File: config.mk
export PLATFORM = sky130hd
export DESIGN_NAME = pkt_rr_arb
export DESIGN_NICKNAME = d
export VERILOG_FILES = /design/src/rtl/pkt_rr_arb_pkg.sv /design/src/rtl/pkt_rr_arb_rr_pick.sv /design/src/rtl/pkt_rr_arb.sv
export SDC_FILE = /design/constraint.sdc
export NUM_CORES = 1
export LEC_CHECK = 0
export ABC_AREA = 1
export CAP_MARGIN = 10
export CORE_UTILIZATION = 42
export CTS_BUF_LIST = sky130_fd_sc_hd__clkbuf_4 sky130_fd_sc_hd__clkbuf_8
export DETAILED_ROUTE_END_ITERATION = 10
export GPL_TIMING_DRIVEN = 0
export PLACE_DENSITY = 0.95
export SLEW_MARGIN = 20
export SYNTH_ARGS = -nofsm -noshare
export SYNTH_HDL_FRONTEND = slang
export SYNTH_HIERARCHICAL = 1
export SYNTH_SLANG_ARGS = --single-unit
File: constraint.sdc
create_clock -name clk -period 6.55 [get_ports clk]
set_input_delay 1.6375 -clock clk [delete_from_list [all_inputs] [get_ports clk]]
set_output_delay 1.6375 -clock clk [all_outputs]
set_load 0.05 [all_outputs]
File: src/rtl/pkt_rr_arb_pkg.sv
// Shared types and helpers for the packet round-robin arbiter and its picker.
// Latency: n/a (types and constant functions only).
// Backpressure: n/a.
package pkt_rr_arb_pkg;

  typedef enum logic [0:0] {
    IDLE  = 1'b0,
    GRANT = 1'b1
  } state_t;

  // Index width for an n-entry vector; never less than one bit.
  function automatic int idx_w(input int n);
    return (n > 1) ? $clog2(n) : 1;
  endfunction

endpackage

File: src/rtl/pkt_rr_arb_rr_pick.sv
// Rotating-priority finder: first set bit of eligible at or above base, wrapping.
// Latency: purely combinational.
// Backpressure: none; the caller decides what to do with the winner.
module rr_pick
  import pkt_rr_arb_pkg::*;
#(
  parameter int NUM_REQ = 4,
  parameter int IW      = idx_w(NUM_REQ)
) (
  input  logic [NUM_REQ-1:0] eligible,
  input  logic [IW-1:0]      base,
  output logic [IW-1:0]      winner,
  output logic               none
);

  logic [IW:0]   pos;
  logic [IW-1:0] idx;

  // Scan from the farthest offset down so the nearest eligible port above base wins.
  always_comb begin
    winner = '0;
    none   = 1'b1;
    pos    = '0;
    idx    = '0;
    for (int k = NUM_REQ - 1; k >= 0; k--) begin
      pos = {1'b0, base} + (IW+1)'(k);
      // explicit wrap so non-power-of-two NUM_REQ works
      if (pos >= (IW+1)'(NUM_REQ)) begin
        pos = pos - (IW+1)'(NUM_REQ);
      end
      idx = pos[IW-1:0];
      if (eligible[idx]) begin
        winner = idx;
        none   = 1'b0;
      end
    end
  end

endmodule

File: src/rtl/pkt_rr_arb.sv
// Round-robin arbiter sharing one registered single-beat packet bus among NUM_REQ sources.
// Latency: a beat accepted at edge T is on out_* for the cycle after T; first beat one cycle after arbitration.
// Backpressure: per-port req_rdy only while granted; the shared bus is push-only with no backpressure.
module pkt_rr_arb
  import pkt_rr_arb_pkg::*;
#(
  parameter int NUM_REQ   = 4,
  parameter int ADDR_WD   = 7,
  parameter int DATA_WD   = 32,
  parameter int MAX_BURST = 4
) (
  input  logic                       clk,
  input  logic                       rst,
  input  logic [NUM_REQ-1:0]         cfg_en,
  input  logic [NUM_REQ-1:0]         req_vld,
  input  logic [NUM_REQ*ADDR_WD-1:0] req_addr,
  input  logic [NUM_REQ*DATA_WD-1:0] req_data,
  output logic [NUM_REQ-1:0]         req_rdy,
  output logic                       out_vld,
  output logic [ADDR_WD-1:0]         out_addr,
  output logic [DATA_WD-1:0]         out_data,
  output logic                       busy
);

  localparam int IW = idx_w(NUM_REQ);
  localparam int BW = $clog2(MAX_BURST + 1);

  typedef struct packed {
    logic [ADDR_WD-1:0] addr;
    logic [DATA_WD-1:0] data;
  } beat_t;

  state_t             state;
  logic [IW-1:0]      gnt_idx;
  logic [IW-1:0]      rr_base;
  logic [BW-1:0]      burst_cnt;

  logic [NUM_REQ-1:0] eligible;
  logic [IW-1:0]      nxt_base;
  logic [IW-1:0]      pick_base;
  logic [IW-1:0]      pick_win;
  logic               pick_none;
  logic               gnt_vld;
  logic               gnt_en;
  logic               xfer;
  logic               last_beat;
  logic               end_grant;
  beat_t              sel_beat;

  assign eligible  = req_vld & cfg_en;
  assign busy      = (state == GRANT);
  assign xfer      = busy && gnt_vld && gnt_en;
  assign last_beat = (burst_cnt == BW'(MAX_BURST - 1));
  // A grant ends on its last beat, when the source goes quiet, or when it is disabled.
  assign end_grant = busy && ((xfer && last_beat) || !gnt_vld || !gnt_en);
  assign nxt_base  = (gnt_idx == IW'(NUM_REQ - 1)) ? '0 : gnt_idx + IW'(1);
  // While granted, re-arbitration searches from the port after the current one,
  // so the current port only wins again when it is the sole eligible port.
  assign pick_base = busy ? nxt_base : rr_base;

  rr_pick #(
    .NUM_REQ (NUM_REQ),
    .IW      (IW)
  ) u_pick (
    .eligible (eligible),
    .base     (pick_base),
    .winner   (pick_win),
    .none     (pick_none)
  );

  // Mux the granted port's valid, enable and beat fields.
  always_comb begin
    gnt_vld  = 1'b0;
    gnt_en   = 1'b0;
    sel_beat = '0;
    for (int i = 0; i < NUM_REQ; i++) begin
      if (gnt_idx == IW'(i)) begin
        gnt_vld       = req_vld[i];
        gnt_en        = cfg_en[i];
        sel_beat.addr = req_addr[i*ADDR_WD +: ADDR_WD];
        sel_beat.data = req_data[i*DATA_WD +: DATA_WD];
      end
    end
  end

  // Ready comes from grant registers and the enable mask only, never from req_vld.
  always_comb begin
    req_rdy = '0;
    for (int i = 0; i < NUM_REQ; i++) begin
      req_rdy[i] = busy && (gnt_idx == IW'(i)) && cfg_en[i];
    end
  end

  // Register the accepted beat onto the shared bus; fields hold when idle.
  always_ff @(posedge clk or posedge rst) begin
    if (rst) begin
      out_vld  <= 1'b0;
      out_addr <= '0;
      out_data <= '0;
    end else begin
      out_vld <= xfer;
      if (xfer) begin
        out_addr <= sel_beat.addr;
        out_data <= sel_beat.data;
      end
    end
  end

  // Grant FSM: pick from IDLE, then count beats and hand over without a bubble.
  always_ff @(posedge clk or posedge rst) begin
    if (rst) begin
      state     <= IDLE;
      gnt_idx   <= '0;
      rr_base   <= '0;
      burst_cnt <= '0;
    end else begin
      case (state)
        IDLE: begin
          if (!pick_none) begin
            state     <= GRANT;
            gnt_idx   <= pick_win;
            burst_cnt <= '0;
          end
        end
        GRANT: begin
          if (end_grant) begin
            rr_base   <= nxt_base;
            burst_cnt <= '0;
            if (pick_none) begin
              state <= IDLE;
            end else begin
              gnt_idx <= pick_win;
            end
          end else if (xfer) begin
            burst_cnt <= burst_cnt + BW'(1);
          end
        end
        default: begin
          state <= IDLE;
        end
      endcase
    end
  end

endmodule

; Word level (Yosys, flattened, before mapping)
; Index checks and enable logic that the tools add are counted.
[op_classes]
n_mux = 44
n_reduce_logical = 19
order_cmp = 8
n_bitwise = 2
n_eq_ne = 7
n_addsub = 9
[op_table]
columns = cell, n
row1 = 39-bit 2-to-1 mux, 4
row2 = 2-bit 2-to-1 mux, 12
row3 = 1-bit 2-to-1 mux, 18
row4 = 1-bit logical AND, 12
row5 = 2-bit by 3-bit less-than comparator with 1-bit output (second input constant), 4
row6 = 3-bit greater-or-equal comparator (second input constant), 3
row7 = 3-bit 2-to-1 mux, 3
row8 = 1-bit binary-select mux with 2-bit select, 4
row9 = 2-bit by 1-bit subtractor with 2-bit output (second input constant), 4
row10 = 2-bit by 2-bit adder with 3-bit output (second input constant), 2
row11 = 3-bit one-hot mux with 2 select lines, 1
row12 = 4-bit bitwise AND, 1
row13 = 2-bit == test (second input constant), 2
row14 = 2-bit one-hot mux with 2 select lines, 1
row15 = 2-bit AND reduction, 2
row16 = 2-bit by 1-bit adder with 3-bit output (second input constant), 1
row17 = 3-bit by 1-bit adder with 3-bit output (second input constant), 1
row18 = 3-bit by 2-bit == test with 1-bit output (second input constant), 1
row19 = 2-bit by 3-bit greater-or-equal comparator with 1-bit output (second input constant), 1
row20 = 3-bit by 1-bit inequality test with 1-bit output (second input constant), 1
row21 = 2-bit by 1-bit adder with 2-bit output (second input constant), 1
row22 = 2-bit by 1-bit == test with 1-bit output (second input constant), 1
row23 = 1-bit logical NOT, 2
row24 = 2-bit logical NOT, 1
row25 = 5 further kinds, 6
[totals]
out_inout_bits = 45
register_bits = 48

; Longest topological paths before layout
[depth]
ltp_word = 15
ltp_mapped = 17
depth_no_buf = 15

; Hierarchy
; The synthesis kept the hierarchy.
[by_module_without_submodules]
columns = module, n_inst, seq_area_each_um2, area_per_inst_um2, cells_each
row1 = pkt_rr_arb, 1, 1201.2, 3259.4, 516
row2 = rr_pick, 1, 0.0, 225.2, 44

; Worst setup path before layout
; OpenSTA, ideal clock, no wires.
[synth_path]
kind = input port to output port
startpoint = input port cfg_en[3]
endpoint = output port req_rdy[3]
setup_slack_ps = 2558
stages = 2
arrival_ps = 2354
cell_sequence = nand2_1 > nor2_1
[synth_between]
elab_chain_cells = 1
[synth_rtl]
columns = item, line_no
row1 = "start, declared", pkt_rr_arb.sv:14  ; input logic [NUM_REQ-1:0] cfg_en,
row2 = 1-bit logical AND, pkt_rr_arb.sv:90  ; req_rdy[i] = busy && (gnt_idx == IW'(i)) && cfg_en[i];
row3 = "end, declared", pkt_rr_arb.sv:18  ; output logic [NUM_REQ-1:0] req_rdy,
; Every way passes these cells.

; Worst setup path in the final report
; Same ends and word-level chain as after synthesis.

==> results_dict.tcl <==
set metrics [dict create \
    status "finished clean" \
    cp-start-kind "input port" \
    crit_slowest_cell "clkdlybuf4s50_1" \
    grt.overflow.total 0 \
    r2r_cells 14 \
    ant_nets 0 \
    synth_adder_area_share_pct 2.154 \
    peakVddDrop_mv 0.2250 \
    ios 211 \
    tns_ns 0 \
    power.density_mw_per_mm2 448.1 \
    finalSetupViolations 0 \
    fin_skew_ns 0.01631 \
    nets 950 \
    cts_tree "done" \
    synth_area_mm2 0.003485 \
    antenna_found_initial 0 \
    h-tree-depth 2 \
    cp.required_ns 4.91 \
    dr_total_vias 4613 \
    gp_congestion 0.8580 \
    drive_gt1_share_pct 6.418 \
    cts_setup_buffers 0 \
    final_cell_mix "286 x nand2_1, 210 x clkdlybuf4s50_1, 69 x o21ai_0" \
    grt_start_max_net_pins 31 \
    clock.fmax_mhz 207.8 \
    synth_simple_gate_area_share_pct 36.37 \
    clk_pin_slew_ns 0.09 \
    die_area_mm2 0.008665 \
    ys_types 26 \
    criticalPathCategory "input port to primary output" \
    power_mw 2.609 \
    ys_ff_latch 48 \
    drt_iter0_drc 171 \
    synth_top_family_by_area "simple AND/OR/NAND/NOR gates" \
    synth.largest_area_cell "dfrtp_1" \
    crit_top_cell "clkdlybuf4s50_1" \
    synth_top_area_share_pct 34.47 \
    final_common_cell "nand2_1" \
    port_buffers 210 \
    fin_util_pct 73.81 \
    firstDrtPassIters 4 \
    rows 32 \
    hp-class "flop to flop" \
    start_util_pct 44.18 \
    cts_resized 0 \
    coreArea_mm2 0.007888 \
    syn_to_final_growth_pct 67.07 \
    cts-hold-fix-buffers 0 \
    hold_viol 0 \
    root_buffer "clkbuf_8" \
    fp.dieH_um 93.09 \
    synth_xor_area_share_pct 0 \
    cp-end-kind "primary output" \
    cp_max_fo 2 \
    drc_errors 0 \
    drt-total-wl_um 13460 \
    grt_usage_pct 30.87 \
    cts_made_buffers 5 \
    min_period_over_period_pct 73.46 \
    synthesis.yosys.warnings 6 \
    power_leakage_nw 2.750 \
    synth_cells 560 \
    diodes 0 \
    r2r-start "gnt_idx[0]$_DFFE_PP0P_" \
    min_path_cells 2 \
    slew_headroom_pct 52.33 \
    drv_cap 0 \
    grt_pass1_vias 4441 \
    cpPeakStageDelay_ns 0.82 \
    hold_end "out_data[30]$_DFFE_PP0P_" \
    routedWlPerCell_um 15.28 \
    clk_latency_ns 0.30 \
    rsz0062_at_grt "no" \
    min-delay-start "out_data[30]$_DFFE_PP0P_" \
    avgSynthCellArea_um2 6.222 \
    vias_per_cell 5.236 \
    drv_slew 0 \
    arrival_ns 3.17 \
    muxShareOfSynthArea_pct 0.2873 \
    worstReg2RegEnd "gnt_idx[0]$_DFFE_PP0P_" \
    worstMarginPinSlew_ns 0.7086 \
    grt_pass1_wl_um 21010 \
    synth-compound-area-share_pct 17.88 \
    yosysSeqAreaShare_pct 34.47 \
    rrSetupSlack_ns 3.62 \
    synth_fp_nets 732 \
    period_minus_slack_ns 4.811 \
    cts_max_path_buffers 2 \
    die_w_um 93.09 \
    clkSinkCount 48 \
    netlist_top_cells_area "dfrtp_1 34%, nand2_1 31%, o21ai_0 9.9%" \
    crit_chain "clkdlybuf4s50_1 > nand2_1 > nor2_1 > clkdlybuf4s50_1" \
    place_hpwl_um 10810 \
    crit_start "cfg_en[3]" \
]
power breakdown:
part	internal (mW)	switching (mW)
clock	0.0746	0.0998
sequential	0.420	0.0715
combinational	0.687	1.26
total	1.18	1.43
cell families after synthesis:
logic type,count (synthesis)
simple gates,321
fa+ha+maj,6
compound gates,122
flops,48
mux,1
buf+inv,62
worst max-delay path, delay by kind of cell:
family / cells / cell delay (ns)
buf+inv: 2 / 1.32
simple gates: 2 / 0.21
registers in the layout, indices dropped and copies added, names as in the netlist:
name,cells
out_vld,1
busy,1
gnt_idx,2
out_addr,7
rr_base,2
out_data,32
burst_cnt,3
routing by layer:
layer,track usage (%),part of all wire (%)
met5,0,0
met4,11.67,3.0
met3,5.366,7.5
met2,56.00,51
met1,36.10,38
layout make-up:
class | instances | area [um2]
timing repair buffer | 211 | 2122
fill | 606 | 2066
multi-input combinational | 450 | 1976
sequential | 48 | 1201
buffer | 36 | 207.7
tap | 102 | 127.6
inverter | 26 | 100.1
clock buffer | 5 | 68.82
clock inverter | 3 | 18.77
stage by stage:
| step | setup slack (ns) | cells | hold slack [ns] | cell area [um2] |
|---|---|---|---|---|
| after floorplan | 2.558 | 560 | 0.4422 | 3485 |
| after global placement | 1.743 | 872 | 0.4564 | 5714 |
| after detailed placement | 1.745 | 873 | 0.4649 | 5734 |
| after CTS | 1.745 | 881 | 0.4859 | 5822 |
| after global routing | 1.646 | 881 | 0.5127 | 5822 |
| final | 1.739 | 881 | 0.4866 | 5822 |
cell usage after synthesis:
cell type  instances
o21ai_0           69
nand3_1           14
a21oi_1           39
o21ai_1           10
and2_2             1
ha_1               6
nand3b_1           2
inv_1             20
clkbuf_1          14
inv_4              1
nand2_4            1
dfrtp_1           48
o22ai_1            1
nand2_2            5
mux2i_1            1
nor2_1             8
buf_4              8
o21ai_2            3
inv_2              5
buf_2             10
nor2_2             1
nand3_2            1
nand2_1          286
nor4_1             1
buf_6              4
or2_0              1
how the worst max path moves through the flow:
stage,endpoint,slack [ns]
2_1_floorplan,req_rdy[3],2.56
3_3_place_gp,req_rdy[3],1.74
3_5_place_dp,req_rdy[3],1.74
4_1_cts,req_rdy[3],1.74
5_1_grt,req_rdy[3],1.65
6_report,req_rdy[3],1.74
Power figures use the tool's default switching activity.
